`config.mk`:
```
export PLATFORM = sky130hd
export DESIGN_NAME = stall_sequencer
export DESIGN_NICKNAME = d
export VERILOG_FILES = /design/src/rtl/stall_sequencer.sv
export SDC_FILE = /design/constraint.sdc
export NUM_CORES = 1
export LEC_CHECK = 0
export CAP_MARGIN = 20
export CORE_MARGIN = 5
export CORE_UTILIZATION = 53
export CTS_CLUSTER_SIZE = 16
export DETAILED_ROUTE_END_ITERATION = 16
export PLACE_DENSITY = 0.84
export SYNTH_ARGS = -nofsm -noshare
export SYNTH_HDL_FRONTEND = slang
export SYNTH_SLANG_ARGS = --single-unit
```
`constraint.sdc`:
```
create_clock -name clk -period 6 [get_ports clk]
set_clock_uncertainty 0.15 [all_clocks]
set_input_delay 1.2 -clock clk [delete_from_list [all_inputs] [get_ports clk]]
set_output_delay 1.2 -clock clk [all_outputs]
set_load 0.02 [all_outputs]
```
`src/rtl/stall_sequencer.sv`:
```
// Pipeline stall sequencer: turns hazard-detector stall requests into PC / IF/ID / ID/EX
// freeze and bubble controls, holds the second cycle of a two-cycle stall itself.
module stall_sequencer #(
  parameter int CNT_W = 32
) (
  input  logic             clk,
  input  logic             rst,
  input  logic [1:0]       hazard_stall,
  input  logic             flush_req,
  output logic             pc_write,
  output logic             if_id_write,
  output logic             id_ex_bubble,
  output logic             if_id_flush,
  output logic             stall_active,
  output logic [1:0]       hold_remaining,
  output logic [CNT_W-1:0] stall_cycles
);

  typedef enum logic {
    S_IDLE = 1'b0,
    S_HOLD = 1'b1
  } state_t;

  localparam logic [CNT_W-1:0] CNT_ONE = {{(CNT_W-1){1'b0}}, 1'b1};

  state_t           r_state;
  logic [1:0]       r_hold_remaining;
  logic [CNT_W-1:0] r_stall_cycles;
  logic             w_freeze;
  logic             w_cnt_sat;

  assign w_freeze  = (r_state == S_HOLD) || (hazard_stall != 2'd0);
  assign w_cnt_sat = &r_stall_cycles;

  // Control outputs are combinational so a stall bites in the cycle it is requested.
  // NOTE: every output gets a default first so no path through the block infers a latch.
  always_comb begin
    pc_write     = 1'b1;
    if_id_write  = 1'b1;
    id_ex_bubble = 1'b0;
    if_id_flush  = 1'b0;
    stall_active = 1'b0;
    if (rst) begin
      pc_write     = 1'b0;
      if_id_write  = 1'b0;
      id_ex_bubble = 1'b1;
      if_id_flush  = 1'b1;
    end else if (flush_req) begin
      id_ex_bubble = 1'b1;
      if_id_flush  = 1'b1;
    end else if (w_freeze) begin
      pc_write     = 1'b0;
      if_id_write  = 1'b0;
      id_ex_bubble = 1'b1;
      stall_active = 1'b1;
    end
  end

  // NOTE: sequential state uses non-blocking assignments so all registers update together.
  always_ff @(posedge clk) begin
    if (rst) begin
      r_state          <= S_IDLE;
      r_hold_remaining <= 2'd0;
      r_stall_cycles   <= '0;
    end else begin
      if (flush_req) begin
        r_state          <= S_IDLE;
        r_hold_remaining <= 2'd0;
      end else begin
        case (r_state)
          S_IDLE: begin
            // Encoding 3 is never produced upstream; treat it as a two-cycle request.
            if (hazard_stall[1]) begin
              r_state          <= S_HOLD;
              r_hold_remaining <= 2'd1;
            end
          end
          S_HOLD: begin
            if (r_hold_remaining <= 2'd1) begin
              r_state          <= S_IDLE;
              r_hold_remaining <= 2'd0;
            end else begin
              r_hold_remaining <= r_hold_remaining - 2'd1;
            end
          end
          default: begin
            r_state          <= S_IDLE;
            r_hold_remaining <= 2'd0;
          end
        endcase
      end
      if (stall_active && !w_cnt_sat) begin
        r_stall_cycles <= r_stall_cycles + CNT_ONE;
      end
    end
  end

  assign hold_remaining = r_hold_remaining;
  assign stall_cycles   = r_stall_cycles;

endmodule

```
==> qor.csv, run 1 <==
metric;value;unit
Synth-to-Final Area Change;26.6;%
n_diodes;0;
mean post-synth cell area;9.09;um^2
Max H-tree Level;2;
DRT Wirelength;4110;um
Port Buf Inserts;43;
Clock Sink Count;35;
outcome;complete, no violations;
Mapped Cells;207;
HPWL after DPL;3040;um
largest area contributor in the netlist;dfxtp_1;
placed insts;290;
Final Setup Violations;0;
worst hold path class;flop to flop;
Post-layout nets;257;
Post-Place Worst Slack;1570;ps
fraction of layout cells with a size suffix above 1;17.1;%
Core Rows;21;
initial core utilization;55.5;%
die area;4840;um^2
CTS tree;built;
Yosys cell types;50;
Die Span X;69.6;um
Post-Synth XOR/XNOR Area;3.19;%
clk_lat worst skew;340;ps
Post-CTS Repair Setup Buffers;0;
max-slew violations;0;
syn nets;213;
GR Util All Layers;18.4;%
Worst VDD drop;0.0784;mV
fin util;70.3;%
# hold bufs at CTS;0;
Layout fillers;253;
CTS root buffer;clkbuf_4;
simple-gate share of the synthesized area;31.3;%
final hold vios;0;
RSZ-0062 raised after global routing;false;
Multi-input gate area;1110;um^2
Routed Antenna Nets;0;
final period utilization;73.9;%
largest net degree at the start of global routing;40;
non-filler cells, final;298;
worst-margin pin slew;781;ps
vias in the first global route;1612;
register bit total from synthesis;35;
crit path max fanout;5;
multiplexer area fraction after synthesis;5.65;%
Sum Neg Setup Slack;0;ps
fmax;225;MHz
largest cells by area after synthesis;dfxtp_1, nand4_1, a21oi_2, or3_2, nor2_1;
Initial DRC Count;91;
routed via count;1683;
Synth Flop Type;dfxtp_1;
commonest cells in the netlist;dfxtp_1, nor2_1, nand2_1;
Slew HR;48.0;%
minimum clock period;4440;ps
Synth Area in Compound Gates;18.2;%
Synth warnings;0;
final worst slack;1560;ps
Clock transition at path regs;100;ps
Routability Congestion;0.770;
Vias/cell;5.65;
Remaining DRCs;0;
Tot Pwr;0.383;mW
Critical Path RT;4650;ps
Lkg Pwr;0.768;nW
cell area after synthesis;1880;um^2
initial antenna violation count;0;
top-count cell post-synth;dfxtp_1;
fraction of registers with async set/reset;0;%
total grt overflow;0;
critical path type;primary input to primary output;
EDFF count, synth;0;
register area share after synthesis;37.2;%
Die Span Y;69.6;um
max cap viols;0;
first-pass GRT wire length;7420;um
Ports;44;
CP endpoint kind;primary output;
Register Area;701;um^2
largest family of logic cells by synthesized area;simple AND/OR/NAND/NOR gates;
drt wl/cell;13.8;um
Power Dens Cells;161;nW/um^2
clock buffer depth;2;
Synth Area in Adders;0.665;%
core area;3390;um^2
CTS buffer count;5;
post-synth top area share;37.2;%
Worst EP arrival;3090;ps
post-CTS sizing;0;
crit start category;primary input;
first drt pass iteration count;4;
-- sequential cells by signal (all words and copies together), names as in the netlist --
signal and cells:
r_state 1, stall_cycles 32, hold_remaining 2
-- layer usage --
layer  wire length (um)  global-route usage, %  vias up
li1                   -                      -      856
met5                  0                      0        -
met3                174                   3.91        8
met1               1920                   24.5      780
met4                 76                   7.81        0
met2               1940                   28.7       39
-- cell type report --
| type | count | area share, % |
|---|---|---|
| Clock buffer | 7 | 1.89 |
| Timing Repair Buffer | 44 | 18.4 |
| Inverter | 7 | 1.10 |
| Tap cell | 46 | 2.42 |
| Multi-Input combinational cell | 158 | 46.6 |
| Clock inverter | 1 | 0.210 |
| Sequential cell | 35 | 29.4 |
-- power breakdown --
part	leakage [nW]	internal, mW	switching [mW]
Combinational	0.457	0.0107	0.0148
Sequential	0.282	0.234	0.00189
Clock	0.0293	0.0456	0.0766
-- metrics by stage --
stage / hold WS (ps) / instance area (um^2)
after floorplan: 322 / 1880
after global placement: 319 / 2330
after detailed placement: 327 / 2330
after CTS: 351 / 2380
after global routing: 375 / 2380
final: 345 / 2380
-- worst max-delay path, cell delays in order --
cell and delay (ps):
clkdlybuf4s50_1 430, nor3_1 460, nand2b_1 310, inv_1 120
clkdlybuf4s50_1 550
-- cells by family after synthesis --
logic type | count (synthesis)
xor gates and xnor gates | 6
adders and majority gates | 1
AOI/OAI and AO/OA | 44
and+or+nand+nor | 97
muxes | 10
DFF | 35
buffers and inverters | 14
-- worst paths after layout --
check	end	cells past startpoint	slack, ps	from
max	stall_active	5	1560	hazard_stall[1]
min	stall_cycles[5]	1	350	stall_cycles[5]
max reg2reg	stall_cycles[27]	5	3420	stall_cycles[17]
min reg2reg	stall_cycles[5]	1	350	stall_cycles[5]
-- placed cells by master, fill, tap and decap left out, drive strengths merged, types with 4 or more instances in the layout --
cell,n
clkdlybuf4s50,43
dfxtp,35
a21oi,18
nor2,16
o21ai,16
nand2,13
nand4,13
or3,13
nand3,11
inv,7
clkbuf,7
nand2b,5
xnor2,5
nor2b,5
mux2i,5
and4,5
mux2,5
nor3,4
Note: power is estimated with default switching activity, not from simulation.
==> inputs of run 2 (changes only) <==
- CORE_UTILIZATION: 53 -> 45
- PLACE_DENSITY: 0.84 -> 0.76
- clock period: 6 -> 3.6 ns (I/O delays scaled with it)
==> qor.csv, run 2 (same netlist as run 1, synthesis figures left out) <==
metric;value;unit;change
commonest non-fill, non-tap cells in the layout;clkdlybuf4s50_1, dfxtp_1, nor2_1;;
placed insts;295;;+1.7%
final hold vios;0;;unchanged
RSZ-0062 raised after global routing;false;;
Die Span X;74.7;um;+7.3%
gr busiest metal;met2;;
Core Rows;23;;+9.5%
Crit path top cell by count;clkdlybuf4s50_1;;
Clock transition at path regs;70;ps;-30 ps
CTS root buffer;clkbuf_8;;
Vias/cell;5.53;;-2.1%
worst-margin pin slew;789;ps;+8.64 ps
CP endpoint kind;primary output;;
CTS buffer count;5;;unchanged
# hold bufs at CTS;0;;unchanged
critical path buffer and inverter count;3;;unchanged
Worst VDD drop;0.219;mV;+180%
initial core utilization;46.7;%;-8.8 points
DRT Wirelength;4080;um;-0.83%
worst hold path class;flop to flop;;
Power Dens Cells;291;nW/um^2;+81%
CTS tree;built;;
Remaining DRCs;0;;unchanged
crit-path leading delay family;buffers and inverters;;
Port Buf Inserts;43;;unchanged
Worst EP arrival;2470;ps;-620 ps
max cap viols;0;;unchanged
vias in the first global route;1577;;-2.2%
Post-CTS Repair Setup Buffers;0;;unchanged
die area;5570;um^2;+15%
commonest non-fill, non-tap cell in the layout;clkdlybuf4s50_1;;
CP max-delay cell;clkdlybuf4s50_1;;
core area;4030;um^2;+19%
first-pass GRT wire length;7090;um;-4.4%
outcome;complete, no violations;;
routed via count;1676;;-0.42%
Die Span Y;74.7;um;+7.3%
max-slew violations;0;;unchanged
WHS Path Cells;1;;unchanged
worst reg2reg path depth;5;;unchanged
Slew HR;47.4;%;-0.58 points
crit path max fanout;4;;-1
minimum clock period;3340;ps;
first drt pass iteration count;4;;unchanged
post-CTS sizing;0;;unchanged
hold path start;stall_cycles[5];;
HPWL after DPL;3000;um;-1.5%
Initial DRC Count;63;;-31%
Hold Path End;stall_cycles[5];;
GRT met2 Usage;25.6;%;-3.1 points
clock buffer depth;2;;unchanged
Routability Congestion;0.756;;-1.8%
Critical R2R Capture;stall_cycles[27];;
Critical Path RT;2730;ps;-1920 ps
r2r startpoint;stall_cycles[17];;
total grt overflow;0;;unchanged
crit path from;hazard_stall[1];;
drt wl/cell;13.5;um;-2.5%
cells along the critical path;clkdlybuf4s50_1 -> nor3_1 -> nand2b_1 -> inv_1 -> clkdlybuf4s50_1;;
met3 Usage GRT;4.54;%;+0.63 points
final period utilization;92.9;%;
clk_lat worst skew;280;ps;-60 ps
fraction of layout cells with a size suffix above 1;17.4;%;+0.33 points
Max H-tree Level;2;;unchanged
post-route cell area;2430;um^2;+1.8%
n_diodes;0;;unchanged
non-filler cells, final;303;;+1.7%
met1 Usage GRT;21.3;%;-3.2 points
Synth-to-Final Area Change;28.9;%;
r2r setup slk;1040;ps;-2380 ps
Sum Neg Setup Slack;0;ps;unchanged
Final Setup Violations;0;;unchanged
Post-DP Area;2340;um^2;+0.54%
slowest stage delay, CP;540;ps;about the same
max FFs per register;32;;unchanged
critical path type;primary input to primary output;;
fmax;299;MHz;
Ports;44;;unchanged
initial antenna violation count;0;;unchanged
Lkg Pwr;0.786;nW;+2.3%
Post-layout nets;258;;+0.39%
largest net degree at the start of global routing;38;;-5.0%
crit start category;primary input;;
GR Util All Layers;16.2;%;-2.2 points
Routed Antenna Nets;0;;unchanged
Clock Sink Count;35;;unchanged
-- run 2: cell types whose count changed in the layout (fill, tap and decap cells not counted), sizes merged --
| cell | before | now |
|---|---|---|
| buf | 1 | 2 |
-- run 2: final cells by class --
class,instances,area [um^2]
Multi-Input combinational cell,158,1110
Sequential cell,35,701
Clock buffer,7,76.3
Timing Repair Buffer,45,445
Tap cell,50,62.6
Fill cell,366,1600
Clock inverter,1,5.00
Inverter,7,26.3
-- run 2: metal layers --
layer | vias up | wire length (um) | share of wire, %
met4 | 0 | 41 | 1.0
met5 | - | 0 | 0
li1 | 857 | - | -
met2 | 33 | 1990 | 49
met3 | 2 | 180 | 4.4
met1 | 784 | 1860 | 46
-- run 2: worst max-delay path by stage --
| stage | endpoint | slack [ps] | depth (start not counted) |
|---|---|---|---|
| CTS | stall_active | 230 | 5 |
| finish | stall_active | 260 | 5 |
| floorplan | pc_write | 990 | 4 |
| global route | if_id_write | 160 | 5 |
| global placement | stall_active | 240 | 5 |
| detailed placement | stall_active | 250 | 5 |
-- run 2: stage by stage --
step	hold slack (ps)	power [mW]	util [%]	setup slack, ps
final	340	0.705	60.2	257
after detailed placement	333	0.445	58.2	250
after CTS	348	0.713	60.2	234
after global routing	380	0.736	60.2	158
after global placement	332	0.445	58.2	238
after floorplan	322	0.426	-	988
-- run 2: worst reg2reg max path: cells and delay by family (launching register included) --
family	cells	cell delay, ps
simple gates	3	1080
compound gates	2	760
flops	1	440
-- run 2: where the power goes --
group          switching, mW  internal [mW]  leakage (nW)  total, mW
Clock                  0.134          0.136        0.0422      0.269
Sequential           0.00307          0.389         0.282      0.392
Combinational         0.0249         0.0187         0.461     0.0436
==> inputs of run 3 (changes only) <==
- GPL_ROUTABILITY_DRIVEN: unset -> 0
- GPL_TIMING_DRIVEN: unset -> 0
- PLACE_DENSITY: 0.76 -> unset
- PLACE_DENSITY_LB_ADDON: unset -> 0.1
==> qor.csv, run 3 (same netlist as run 1, synthesis figures left out) <==
metric;value;unit;change
gr busiest metal;met2;;
# hold bufs at CTS;0;;unchanged
core area;4030;um^2;unchanged
vias in the first global route;1552;;-1.6%
Multi-input gate area;1110;um^2;unchanged
Lkg Pwr;0.809;nW;+3.0%
outcome;complete, no violations;;
initial antenna violation count;0;;unchanged
clk_lat worst skew;290;ps;about the same
hold path start;hold_remaining[1];;
crit path from;hazard_stall[1];;
Clock Sink Count;35;;unchanged
final period utilization;95.5;%;+2.6 points
Power Dens Cells;301;nW/um^2;+3.5%
Post-Place Worst Slack;-322;ps;-573 ps
max cap viols;0;;unchanged
cells along the critical path;clkdlybuf4s50_1 -> nor3_1 -> nand2b_1 -> inv_1 -> clkdlybuf4s50_1;;
CTS tree;built;;
Layout fillers;367;;+0.27%
critical path type;primary input to primary output;;
Ports;44;;unchanged
final hold vios;0;;unchanged
clock buffer depth;2;;unchanged
die area;5570;um^2;unchanged
placed insts;300;;+1.7%
first drt pass iteration count;4;;unchanged
Worst VDD drop;0.172;mV;-21%
Worst EP arrival;2570;ps;+100 ps
routed via count;1696;;+1.2%
Remaining DRCs;0;;unchanged
Post-CTS Repair Setup Buffers;0;;unchanged
Final Setup Violations;0;;unchanged
final worst slack;162;ps;-95.1 ps
Synth-to-Final Area Change;31.4;%;
critical path buffer and inverter count;3;;unchanged
Routed Antenna Nets;0;;unchanged
Port Buf Inserts;43;;unchanged
CTS buffer count;5;;unchanged
Register Area;701;um^2;unchanged
commonest non-fill, non-tap cell in the layout;clkdlybuf4s50_1;;
crit-path leading delay family;buffers and inverters;;
CP max-delay cell;clkdlybuf4s50_1;;
commonest non-fill, non-tap cells in the layout;clkdlybuf4s50_1, dfxtp_1, nor2_1;;
CTS root buffer;clkbuf_8;;
crit start category;primary input;;
GRT met2 Usage;25.9;%;+0.29 points
slowest stage delay, CP;550;ps;about the same
total grt overflow;0;;unchanged
Post-layout nets;262;;+1.6%
post-route cell area;2470;um^2;+1.9%
Clock transition at path regs;60;ps;about the same
drt wl/cell;13.8;um;+2.2%
Die Span Y;74.7;um;unchanged
Die Span X;74.7;um;unchanged
n_diodes;0;;unchanged
Slew HR;52.4;%;+5.0 points
minimum clock period;3440;ps;+95.1 ps
fmax;291;MHz;-2.8%
Crit path top cell by count;clkdlybuf4s50_1;;
fin util;61.4;%;+1.1 points
first-pass GRT wire length;7310;um;+3.1%
CP endpoint kind;primary output;;
worst-margin pin slew;711;ps;-78.3 ps
fraction of layout cells with a size suffix above 1;18.3;%;+0.90 points
Worst Hold Margin;343;ps;+3.02 ps
Core Rows;23;;unchanged
post-CTS sizing;1;;+1
met3 Usage GRT;5.21;%;+0.67 points
non-filler cells, final;307;;+1.3%
Max H-tree Level;2;;unchanged
max-slew violations;0;;unchanged
worst hold path class;flop to flop;;
HPWL after DPL;3150;um;+5.1%
GR Util All Layers;17.0;%;+0.80 points
Post-DP Area;2370;um^2;+1.3%
crit path max fanout;5;;+1
met1 Usage GRT;23.4;%;+2.1 points
Vias/cell;5.52;;-0.13%
largest net degree at the start of global routing;20;;-47%
RSZ-0062 raised after global routing;false;;
Initial DRC Count;72;;+14%
max FFs per register;32;;unchanged
DRT Wirelength;4220;um;+3.5%
Critical Path RT;2730;ps;about the same
initial core utilization;46.7;%;unchanged
r2r startpoint;stall_cycles[17];;
-- run 3: cell count changes in the layout (fill, tap and decap cells not counted) --
cell,previous run,this run
clkbuf_8,5,7
buf_6,0,2
clkinv_2,1,0
buf_2,0,1
buf_4,2,1
clkbuf_1,2,3
-- run 3: worst paths after layout --
path / to / slack, ps / depth (start not counted)
max: stall_active / 160 / 5
min reg2reg: hold_remaining[1] / 340 / 1
min: hold_remaining[1] / 340 / 1
max reg2reg: stall_cycles[19] / 1180 / 6
-- run 3: layout make-up --
| class | count | share of cell area [%] |
|---|---|---|
| Multi-Input combinational cell | 158 | 44.9 |
| Sequential cell | 35 | 28.3 |
| Buffer | 6 | 1.72 |
| Inverter | 7 | 1.06 |
| Timing Repair Buffer | 43 | 17.4 |
| Clock buffer | 8 | 4.05 |
| Tap cell | 50 | 2.53 |
-- run 3: metrics by stage --
stage,TNS [ps],power [mW]
detailed placement,-528,0.447
CTS,0,0.755
finish,0,0.744
global placement,-541,0.447
floorplan,0,0.426
global route,0,0.782
-- run 3: report_power, final --
part	internal, mW	switching, mW
combinational	0.0188	0.0257
sequential	0.389	0.00321
clock	0.174	0.133
-- run 3: layer usage --
| metal | part of all wire (%) | wire (um) |
|---|---|---|
| met5 | 0 | 0 |
| met4 | 1.3 | 53 |
| met3 | 4.8 | 201 |
| met2 | 46 | 1930 |
| met1 | 48 | 2040 |
